<file path="src/rtl/inst_rr_scheduler_if.sv">
// Request-side and output-side handshake bundle for the instruction round-robin scheduler.
// master = queue/PE/downstream side, slave = scheduler.
interface inst_rr_scheduler_if #(
    parameter int NREQ  = 4,
    parameter int PKT_W = 18
);
    localparam int SRC_W = $clog2(NREQ);

    logic [NREQ-1:0]       req_valid;
    logic [NREQ*PKT_W-1:0] req_data;
    logic [NREQ-1:0]       req_ready;
    logic [NREQ-1:0]       pe_ack;
    logic                  out_valid;
    logic [PKT_W-1:0]      out_data;
    logic [SRC_W-1:0]      out_src;
    logic                  out_ready;
    logic                  node_err;

    modport master (
        output req_valid, req_data, pe_ack, out_ready,
        input  req_ready, out_valid, out_data, out_src, node_err
    );

    modport slave (
        input  req_valid, req_data, pe_ack, out_ready,
        output req_ready, out_valid, out_data, out_src, node_err
    );
endinterface

</file>
<file path="src/rtl/inst_rr_scheduler.sv">
// Round-robin scheduler of per-PE instruction packets into one registered output; ifmap packets gated on PE credits.
// Latency: 1 cycle from accept edge to out_valid; 1 packet/cycle while out_ready stays high.
// Backpressure: out_valid & !out_ready holds the output register and drops all req_ready.
module inst_rr_scheduler #(
    parameter int NREQ      = 4,
    parameter int PKT_W     = 18,
    parameter int NODE_W    = 4,
    parameter int MAX_CRED  = 3,
    parameter int INIT_CRED = 1
) (
    input  logic             clk,
    input  logic             rst_n,
    inst_rr_scheduler_if.slave bus
);
    localparam int SRC_W  = $clog2(NREQ);
    localparam int CRED_W = $clog2(MAX_CRED + 1);

    logic [SRC_W-1:0]  ptr_q, ptr_d;
    logic [CRED_W-1:0] cred_q [NREQ];
    logic [CRED_W-1:0] cred_d [NREQ];
    logic              out_valid_q, out_valid_d;
    logic [PKT_W-1:0]  out_data_q, out_data_d;
    logic [SRC_W-1:0]  out_src_q, out_src_d;
    logic              node_err_q, node_err_d;

    logic [PKT_W-1:0]  pkt [NREQ];
    logic [NREQ-1:0]   ifmap, elig, grant, cons;
    logic              any_elig, grant_vld, slot_free;
    logic [SRC_W-1:0]  winner;

    function automatic logic [SRC_W-1:0] rr_idx(input logic [SRC_W-1:0] base, input int k);
        return SRC_W'((int'(base) + k) % NREQ);
    endfunction

    always_comb begin
        for (int i = 0; i < NREQ; i++) begin
            pkt[i]   = bus.req_data[i*PKT_W +: PKT_W];
            ifmap[i] = (pkt[i][NODE_W+1:NODE_W] == 2'b00);
            elig[i]  = bus.req_valid[i] & (~ifmap[i] | (cred_q[i] != '0));
        end
    end

    // Scan from the far end so the last hit written is the one closest to ptr.
    always_comb begin
        slot_free = ~out_valid_q | bus.out_ready;
        any_elig  = 1'b0;
        winner    = '0;
        for (int k = NREQ - 1; k >= 0; k--) begin
            if (elig[rr_idx(ptr_q, k)]) begin
                any_elig = 1'b1;
                winner   = rr_idx(ptr_q, k);
            end
        end
        grant_vld = any_elig & slot_free;
        grant     = '0;
        if (grant_vld) grant[winner] = 1'b1;
        cons      = grant & ifmap;
    end

    assign bus.req_ready = grant & {NREQ{rst_n}};

    always_comb begin
        ptr_d       = ptr_q;
        out_valid_d = out_valid_q;
        out_data_d  = out_data_q;
        out_src_d   = out_src_q;
        node_err_d  = node_err_q;
        if (grant_vld) begin
            out_valid_d = 1'b1;
            out_data_d  = pkt[winner];
            out_src_d   = winner;
            ptr_d       = (winner == SRC_W'(NREQ - 1)) ? '0 : winner + 1'b1;
            if (pkt[winner][NODE_W-1:0] != NODE_W'(winner)) node_err_d = 1'b1;
        end else if (bus.out_ready) begin
            out_valid_d = 1'b0;
        end
        // A same-cycle ack and consume cancel, even at saturation.
        for (int i = 0; i < NREQ; i++) begin
            cred_d[i] = cred_q[i];
            if (bus.pe_ack[i] & ~cons[i] & (cred_q[i] != CRED_W'(MAX_CRED)))
                cred_d[i] = cred_q[i] + 1'b1;
            else if (cons[i] & ~bus.pe_ack[i])
                cred_d[i] = cred_q[i] - 1'b1;
        end
    end

    always_ff @(posedge clk or negedge rst_n) begin
        if (!rst_n) begin
            ptr_q       <= '0;
            out_valid_q <= 1'b0;
            out_data_q  <= '0;
            out_src_q   <= '0;
            node_err_q  <= 1'b0;
            for (int i = 0; i < NREQ; i++) cred_q[i] <= CRED_W'(INIT_CRED);
        end else begin
            ptr_q       <= ptr_d;
            out_valid_q <= out_valid_d;
            out_data_q  <= out_data_d;
            out_src_q   <= out_src_d;
            node_err_q  <= node_err_d;
            for (int i = 0; i < NREQ; i++) cred_q[i] <= cred_d[i];
        end
    end

    assign bus.out_valid = out_valid_q;
    assign bus.out_data  = out_data_q;
    assign bus.out_src   = out_src_q;
    assign bus.node_err  = node_err_q;
endmodule

</file>
<file path="src/flat_wrapper.sv">
// flat-port wrapper written by rule: the top's interface ports become plain ports
module inst_rr_scheduler_flat 
#(
    parameter int NREQ      = 4,
    parameter int PKT_W     = 18,
    parameter int NODE_W    = 4,
    parameter int MAX_CRED  = 3,
    parameter int INIT_CRED = 1
)
  (clk, rst_n, bus_req_valid, bus_req_data, bus_pe_ack, bus_out_ready, bus_req_ready, bus_out_valid, bus_out_data, bus_out_src, bus_node_err);
  inst_rr_scheduler_if #(.NREQ(NREQ), .PKT_W(PKT_W)) bus_i ();
  input  logic clk;
  input  logic rst_n;
  input wire logic [$bits(bus_i.req_valid)-1:0] bus_req_valid;
  input wire logic [$bits(bus_i.req_data)-1:0] bus_req_data;
  input wire logic [$bits(bus_i.pe_ack)-1:0] bus_pe_ack;
  input wire logic [$bits(bus_i.out_ready)-1:0] bus_out_ready;
  output wire logic [$bits(bus_i.req_ready)-1:0] bus_req_ready;
  output wire logic [$bits(bus_i.out_valid)-1:0] bus_out_valid;
  output wire logic [$bits(bus_i.out_data)-1:0] bus_out_data;
  output wire logic [$bits(bus_i.out_src)-1:0] bus_out_src;
  output wire logic [$bits(bus_i.node_err)-1:0] bus_node_err;
  assign bus_i.req_valid = bus_req_valid;
  assign bus_i.req_data = bus_req_data;
  assign bus_i.pe_ack = bus_pe_ack;
  assign bus_i.out_ready = bus_out_ready;
  assign bus_req_ready = bus_i.req_ready;
  assign bus_out_valid = bus_i.out_valid;
  assign bus_out_data = bus_i.out_data;
  assign bus_out_src = bus_i.out_src;
  assign bus_node_err = bus_i.node_err;
  inst_rr_scheduler #(.NREQ(NREQ), .PKT_W(PKT_W), .NODE_W(NODE_W), .MAX_CRED(MAX_CRED), .INIT_CRED(INIT_CRED)) u_core (.clk(clk), .rst_n(rst_n), .bus(bus_i));
endmodule
</file>
<file path="config.mk">
export PLATFORM = sky130hd
export DESIGN_NAME = inst_rr_scheduler_flat
export DESIGN_NICKNAME = d
export VERILOG_FILES = /design/src/rtl/inst_rr_scheduler_if.sv /design/src/rtl/inst_rr_scheduler.sv /design/src/flat_wrapper.sv
export SDC_FILE = /design/constraint.sdc
export NUM_CORES = 1
export LEC_CHECK = 0
export CORE_ASPECT_RATIO = 0.8
export CORE_MARGIN = 3
export CORE_UTILIZATION = 41
export DETAILED_ROUTE_END_ITERATION = 8
export GPL_TIMING_DRIVEN = 0
export PLACE_DENSITY_LB_ADDON = 0.15
export SLEW_MARGIN = 5
export SYNTH_ARGS = -nofsm -noshare
export SYNTH_HDL_FRONTEND = slang
export SYNTH_SLANG_ARGS = --single-unit
</file>
<file path="constraint.sdc">
create_clock -name clk -period 3.45 [get_ports clk]
set_input_delay 0.69 -clock clk [delete_from_list [all_inputs] [get_ports clk]]
set_output_delay 0.69 -clock clk [all_outputs]
set_load 0.1 [all_outputs]
</file>
# Word level (Yosys, flattened, before mapping)
# Cells that the tools add are included.
# word_totals
ff_bits	32
input_bits	83
out_inout_bits	26
elab_cells	120
# classes
add_sub_neg	12
order_cmp	7
eq_ne	6
mux	33
bitwise	38
reduce_logical	15
# op_table
operator	count
binary-select mux 18 bit (select 2 bit)	1
2-to-1 mux 18 bit	2
2-to-1 mux 2 bit	13
nonzero test 2 bit	9
bitwise AND 1 bit	17
less-than comparator 2 x 3 -> 1 bit, second input constant	5
NOT 1 bit	13
adder 2 x 1 -> 2 bit, second input constant	6
2-to-1 mux 1 bit	11
bitwise AND 4 bit	2
binary-select mux 1 bit (select 2 bit)	4
logical NOT 2 bit	4
inequality test 2 bit, second input constant	4
subtractor 2 x 1 -> 2 bit, second input constant	4
OR 1 bit	5
adder 2 bit, second input constant	2
2-to-1 mux 4 bit	1
inequality test 4 x 2 -> 1 bit	1
>= comparator 3 bit, second input constant	1
NOT 2 -> 3 bit	1
demux 1 bit (select 2 bit)	1
== test 2 bit, second input constant	1
>= comparator 2 x 1 -> 1 bit, second input constant	1
AND reduction 2 bit	1
logical AND 1 bit	1

# Longest topological paths before layout
# depth
depth_word	20
ltp_mapped	11
mapped_depth_nobuf	10

# Least setup slack after synthesis
# OpenSTA, ideal clock, no wires.
# synth_timing
kind	input -> output
startpoint	input bus_req_data[40]
endpoint	output bus_req_ready[1]
t_arrival_ns	4.410
required_ns	2.760
path_slack_ns	-1.650
path_stages	6
path_buffers	2
path_cell_list	o41ai_2 o21ai_0 a211oi_4 buf_4 buf_4 nor3b_1
# synth_via
elab_chain_len	16
elab_cells_between_ends	28
cone_classes	2 x order compare; 19 x mux; 5 x bitwise; 2 x reduce/logical
# synth_lines
item	line_no	rtl
from (decl)	flat_wrapper.sv:15	input wire logic [$bits(bus_i.req_data)-1:0] bus_req_data;
logical NOT 2 bit (*)	inst_rr_scheduler.sv:38	ifmap[i] = (pkt[i][NODE_W+1:NODE_W] == 2'b00);
NOT 1 bit (*)	inst_rr_scheduler.sv:39	elig[i] = bus.req_valid[i] & (~ifmap[i] | (cred_q[i] != '0));
OR 1 bit (*)	inst_rr_scheduler.sv:39	
bitwise AND 1 bit (*)	inst_rr_scheduler.sv:39	
binary-select mux 1 bit (select 2 bit)	inst_rr_scheduler.sv:49	if (elig[rr_idx(ptr_q, k)]) begin
2-to-1 mux 1 bit (not written as such)	inst_rr_scheduler.sv:49	
2-to-1 mux 2 bit (4 in series)	inst_rr_scheduler.sv:49	
less-than comparator 2 x 3 -> 1 bit (not written as such) or >= comparator 2 x 1 -> 1 bit (tied branches)	inst_rr_scheduler.sv:56	if (grant_vld) grant[winner] = 1'b1;
logical AND 1 bit (not written as such)	inst_rr_scheduler.sv:56	
2-to-1 mux 1 bit (not written as such)	inst_rr_scheduler.sv:56	
demux 1 bit (select 2 bit)	-	
2-to-1 mux 4 bit (*)	inst_rr_scheduler.sv:56	
bitwise AND 4 bit (*)	inst_rr_scheduler.sv:60	assign bus.req_ready = grant & {NREQ{rst_n}};
to (decl)	flat_wrapper.sv:18	output wire logic [$bits(bus_i.req_ready)-1:0] bus_req_ready;
# Mark *: on every way between the ends. The rest lies on a longest branch, timed or not. The select of a mux whose other input is x is not followed.

# Final worst setup path
# layout_timing
startpoint	input bus_req_valid[3]
endpoint	output bus_req_ready[1]
# layout_via
elab_chain_len	13
elab_cells_between_ends	25
cone_classes	2 x order compare; 19 x mux; 3 x bitwise; 1 x reduce/logical
# layout_lines
item	line_no	rtl
from (decl)	flat_wrapper.sv:14	input wire logic [$bits(bus_i.req_valid)-1:0] bus_req_valid;
bitwise AND 1 bit (*)	inst_rr_scheduler.sv:39	
binary-select mux 1 bit (select 2 bit)	inst_rr_scheduler.sv:49	
2-to-1 mux 1 bit (not written as such)	inst_rr_scheduler.sv:49	
2-to-1 mux 2 bit (4 in series)	inst_rr_scheduler.sv:49	
less-than comparator 2 x 3 -> 1 bit (not written as such) or >= comparator 2 x 1 -> 1 bit (tied branches)	inst_rr_scheduler.sv:56	
logical AND 1 bit (not written as such)	inst_rr_scheduler.sv:56	
2-to-1 mux 1 bit (not written as such)	inst_rr_scheduler.sv:56	
demux 1 bit (select 2 bit)	-	
2-to-1 mux 4 bit (*)	inst_rr_scheduler.sv:56	
bitwise AND 4 bit (*)	inst_rr_scheduler.sv:60	
# Marked as above.

==> run summary <==
EDFF count, synth: 0
Final antenna-violating net count: 0
Floorplan core area: 0.00506 mm2
Fillcell total: 383
Final Hold Viols: 0
CP Capture Type: primary output
CP delay by family, top: buffers and inverters
First-pass DRT Iterations: 4
Rel. slew slack: 0.329
Met1 GRT Util: 0.294
Reg area: 806 um2
Post-route setup slack: 0.0586 ns
Final Skew: 0.00581 ns
CTS Sinks: 32
# IOs: 109
Antenna violations before repair: 0
Vert. Die Dim: 71.1 um
Crit Path Category: in2out
Die width: 87.3 um
Die area: 0.00621 mm2
Final wirelength: 6.99 mm
First-pass GRT wire length: 11.2 mm
Clk buf depth: 2
Initial drt markers: 104
Fin crit share: 0.983
CTS tree: done
Gr usage total: 0.230
Layer with the highest usage: met2
Pleak: 1.62 nW
Vias/cell: 5.31
Power, Total: 2.73 mW
MaxCap Viol Count: 0
Cell Chain, Critical Path: clkdlybuf4s50_1 > o41a_1 > and4b_2 > a21oi_4 > buf_8 > nand2_4 > nor3b_4 > buf_12
Fraction of layout cells with a size suffix above 1: 0.222
Crit path arrival time: 2.70 ns
GRT met3 Usage: 0.0664
Antenna cells: 0
Initial cell density of the core: 0.428
Area of the multi-input gates: 0.00130 mm2
Synthesized area: 0.00217 mm2
Finish-stage setup viols: 0
Post-DP HPWL: 5.02 mm
H-tree levels: 2
Hold Buf Count CTS: 0
Gr ovfl total: 0
Crit Path Max Fanout: 10
Worst IR Drop VDD: 0.641 mV
Post-synthesis async set-or-reset flop share: 1.00
Reg clk slew, reported paths: 0.07 ns
Fmax: 0.295 GHz
Ys flop type: dfrtp_1
TritonCTS buffer count: 5
Cell count after synthesis: 229
CP peak stage delay: 0.45 ns
Outcome: completed
Row count: 23
Placer congestion estimate: 0.759
Worst EP required: 2.76 ns
Routed via count: 2240
Root Buffer: clkbuf_8
Sequential-to-total area share from yosys stat: 0.371
Routed len/inst: 16.6 um
Slew Limit Fails: 0
Syn_area_per_cell: 9.47 um2
Vias in the first global route: 2313
Dpl ws: -1.56 ns
Worst slew pin tran: 1.00 ns
Critical Path Slowest Stage Cell: clkdlybuf4s50_1
Critical path buffer and inverter count: 3
Clk Latency, worst-skew pair: 0.28 ns
Synth Warn #: 0
# port buffers: 108
Min-delay worst type: reg2reg
Drt drc: 0
Area growth syn-to-layout: 70.1%
Nets: 444
Yosys reg bits: 32
Element type at the critical path start: input port
Synth unique cells: 34
Final hold slack: 0.483 ns
Tmin final: 3.39 ns
Util after Layout: 0.729
Pwr Density: 741 mW/mm2
Largest net degree at the start of global routing: 35
Synth Net Count: 313
RSZ-0062 raised after global routing: false
Met2 GRT Util: 0.373
==> worst register-to-register path, delay by kind of cell (launching register included) <==
family          cells  cell delay, ns
buf+inv             2            0.33
mux                 2            0.34
flops               1            0.56
simple gates        1            0.51
compound gates      4            0.97
==> what timing repair did <==
item                                    CTS  global route
buffers inserted                         14             3
pin swaps                                 8             5
endpoints found under the setup margin    4             4
gates resized for setup                  51             5
==> metrics by stage <==
step,TNS [ns],area (um2),std cells
2_1_floorplan,-0.138,2240,229
3_3_place_gp,-7.42,3400,399
3_5_place_dp,-8.49,3390,399
4_1_cts,0,3650,419
5_1_grt,0,3690,422
6_report,0,3690,422
==> cell usage after synthesis, types with 3 or more instances <==
master    instances  area [um2]
dfrtp_1          28         701
inv_1            26        97.6
nand2_1          23        86.3
mux2i_1          22         220
o21ai_0          21         105
o211ai_1         20         150
mux2_2           19         214
a21oi_1           9        45.0
clkbuf_1          7        26.3
a21o_1            5        37.5
nor3_1            5        25.0
buf_4             4        30.0
dfstp_2           4         105
or2_2             4        25.0
or4_1             4        30.0
nor2_1            3        11.3
o31ai_1           3        22.5
==> area by class of cell <==
| type | instances | area share |
|---|---|---|
| plain buffers | 11 | 0.0217 |
| clock buffers | 7 | 0.0261 |
| inverters | 26 | 0.0264 |
| multi-input cells | 159 | 0.353 |
| flip-flops and latches | 32 | 0.218 |
| well taps | 62 | 0.0210 |
| repair buffers | 125 | 0.333 |
==> report_power, final <==
group	internal (mW)	leakage [nW]	switching, mW	total [mW]
clock	0.178	0.0503	0.143	0.320
combinational	0.619	1.21	1.19	1.81
sequential	0.505	0.358	0.0974	0.602
total	1.30	1.62	1.43	2.73
==> sequential cells by signal (all words and copies together) (netlist names) <==
register              cells
u_core.bus.out_src        2
u_core.bus.node_err       1
u_core.ptr_q              2
u_core.cred_q             8
u_core.bus.out_valid      1
u_core.bus.out_data      18
==> placed cells by master (no fill, tap or decap), types with 5 or more instances in the layout <==
cell type	n
o21ai_0	20
clkbuf_1	5
mux2i_1	22
clkbuf_8	7
buf_4	19
inv_1	25
a21oi_1	7
o211ai_1	20
mux2_2	19
a21o_1	5
dfrtp_1	28
nand2_1	22
clkdlybuf4s50_1	96
==> metal layers <==
layer | vias to the layer above | wire, um
li1 | 1089 | -
met1 | 1051 | 2920
met2 | 84 | 3430
met3 | 16 | 496
met4 | 0 | 139
met5 | - | 0
==> logic make-up (layout without fill, tap and decap cells) <==
family          after synthesis  in the layout  synth area share
fa+ha+maj                     1              1           0.00577
mux                          41             41             0.200
buf+inv                      38            169            0.0761
simple gates                 47             47             0.107
compound gates               70             70             0.239
flops                        32             32             0.371
==> path summary, 6_finish.rpt <==
| path | startpoint | end | slack [ns] | cells after the start |
|---|---|---|---|---|
| worst max register to register | u_core.cred_q[0]$_DFFE_PN1P_ | u_core.bus.node_err$_DFFE_PN0P_ | 0.63 | 9 |
| worst min register to register | u_core.bus.node_err$_DFFE_PN0P_ | u_core.bus.node_err$_DFFE_PN0P_ | 0.48 | 1 |
| min in group asynchronous | rst_n | u_core.bus.out_data[12]$_DFFE_PN0N_ | 0.49 | 1 |
| worst max-delay path | bus_req_valid[3] | bus_req_ready[1] | 0.06 | 8 |
| max in group asynchronous | rst_n | u_core.cred_q[3]$_DFFE_PN0P_ | 2.46 | 1 |
| worst min-delay path | u_core.bus.node_err$_DFFE_PN0P_ | u_core.bus.node_err$_DFFE_PN0P_ | 0.48 | 1 |
Power figures use the tool's default switching activity.
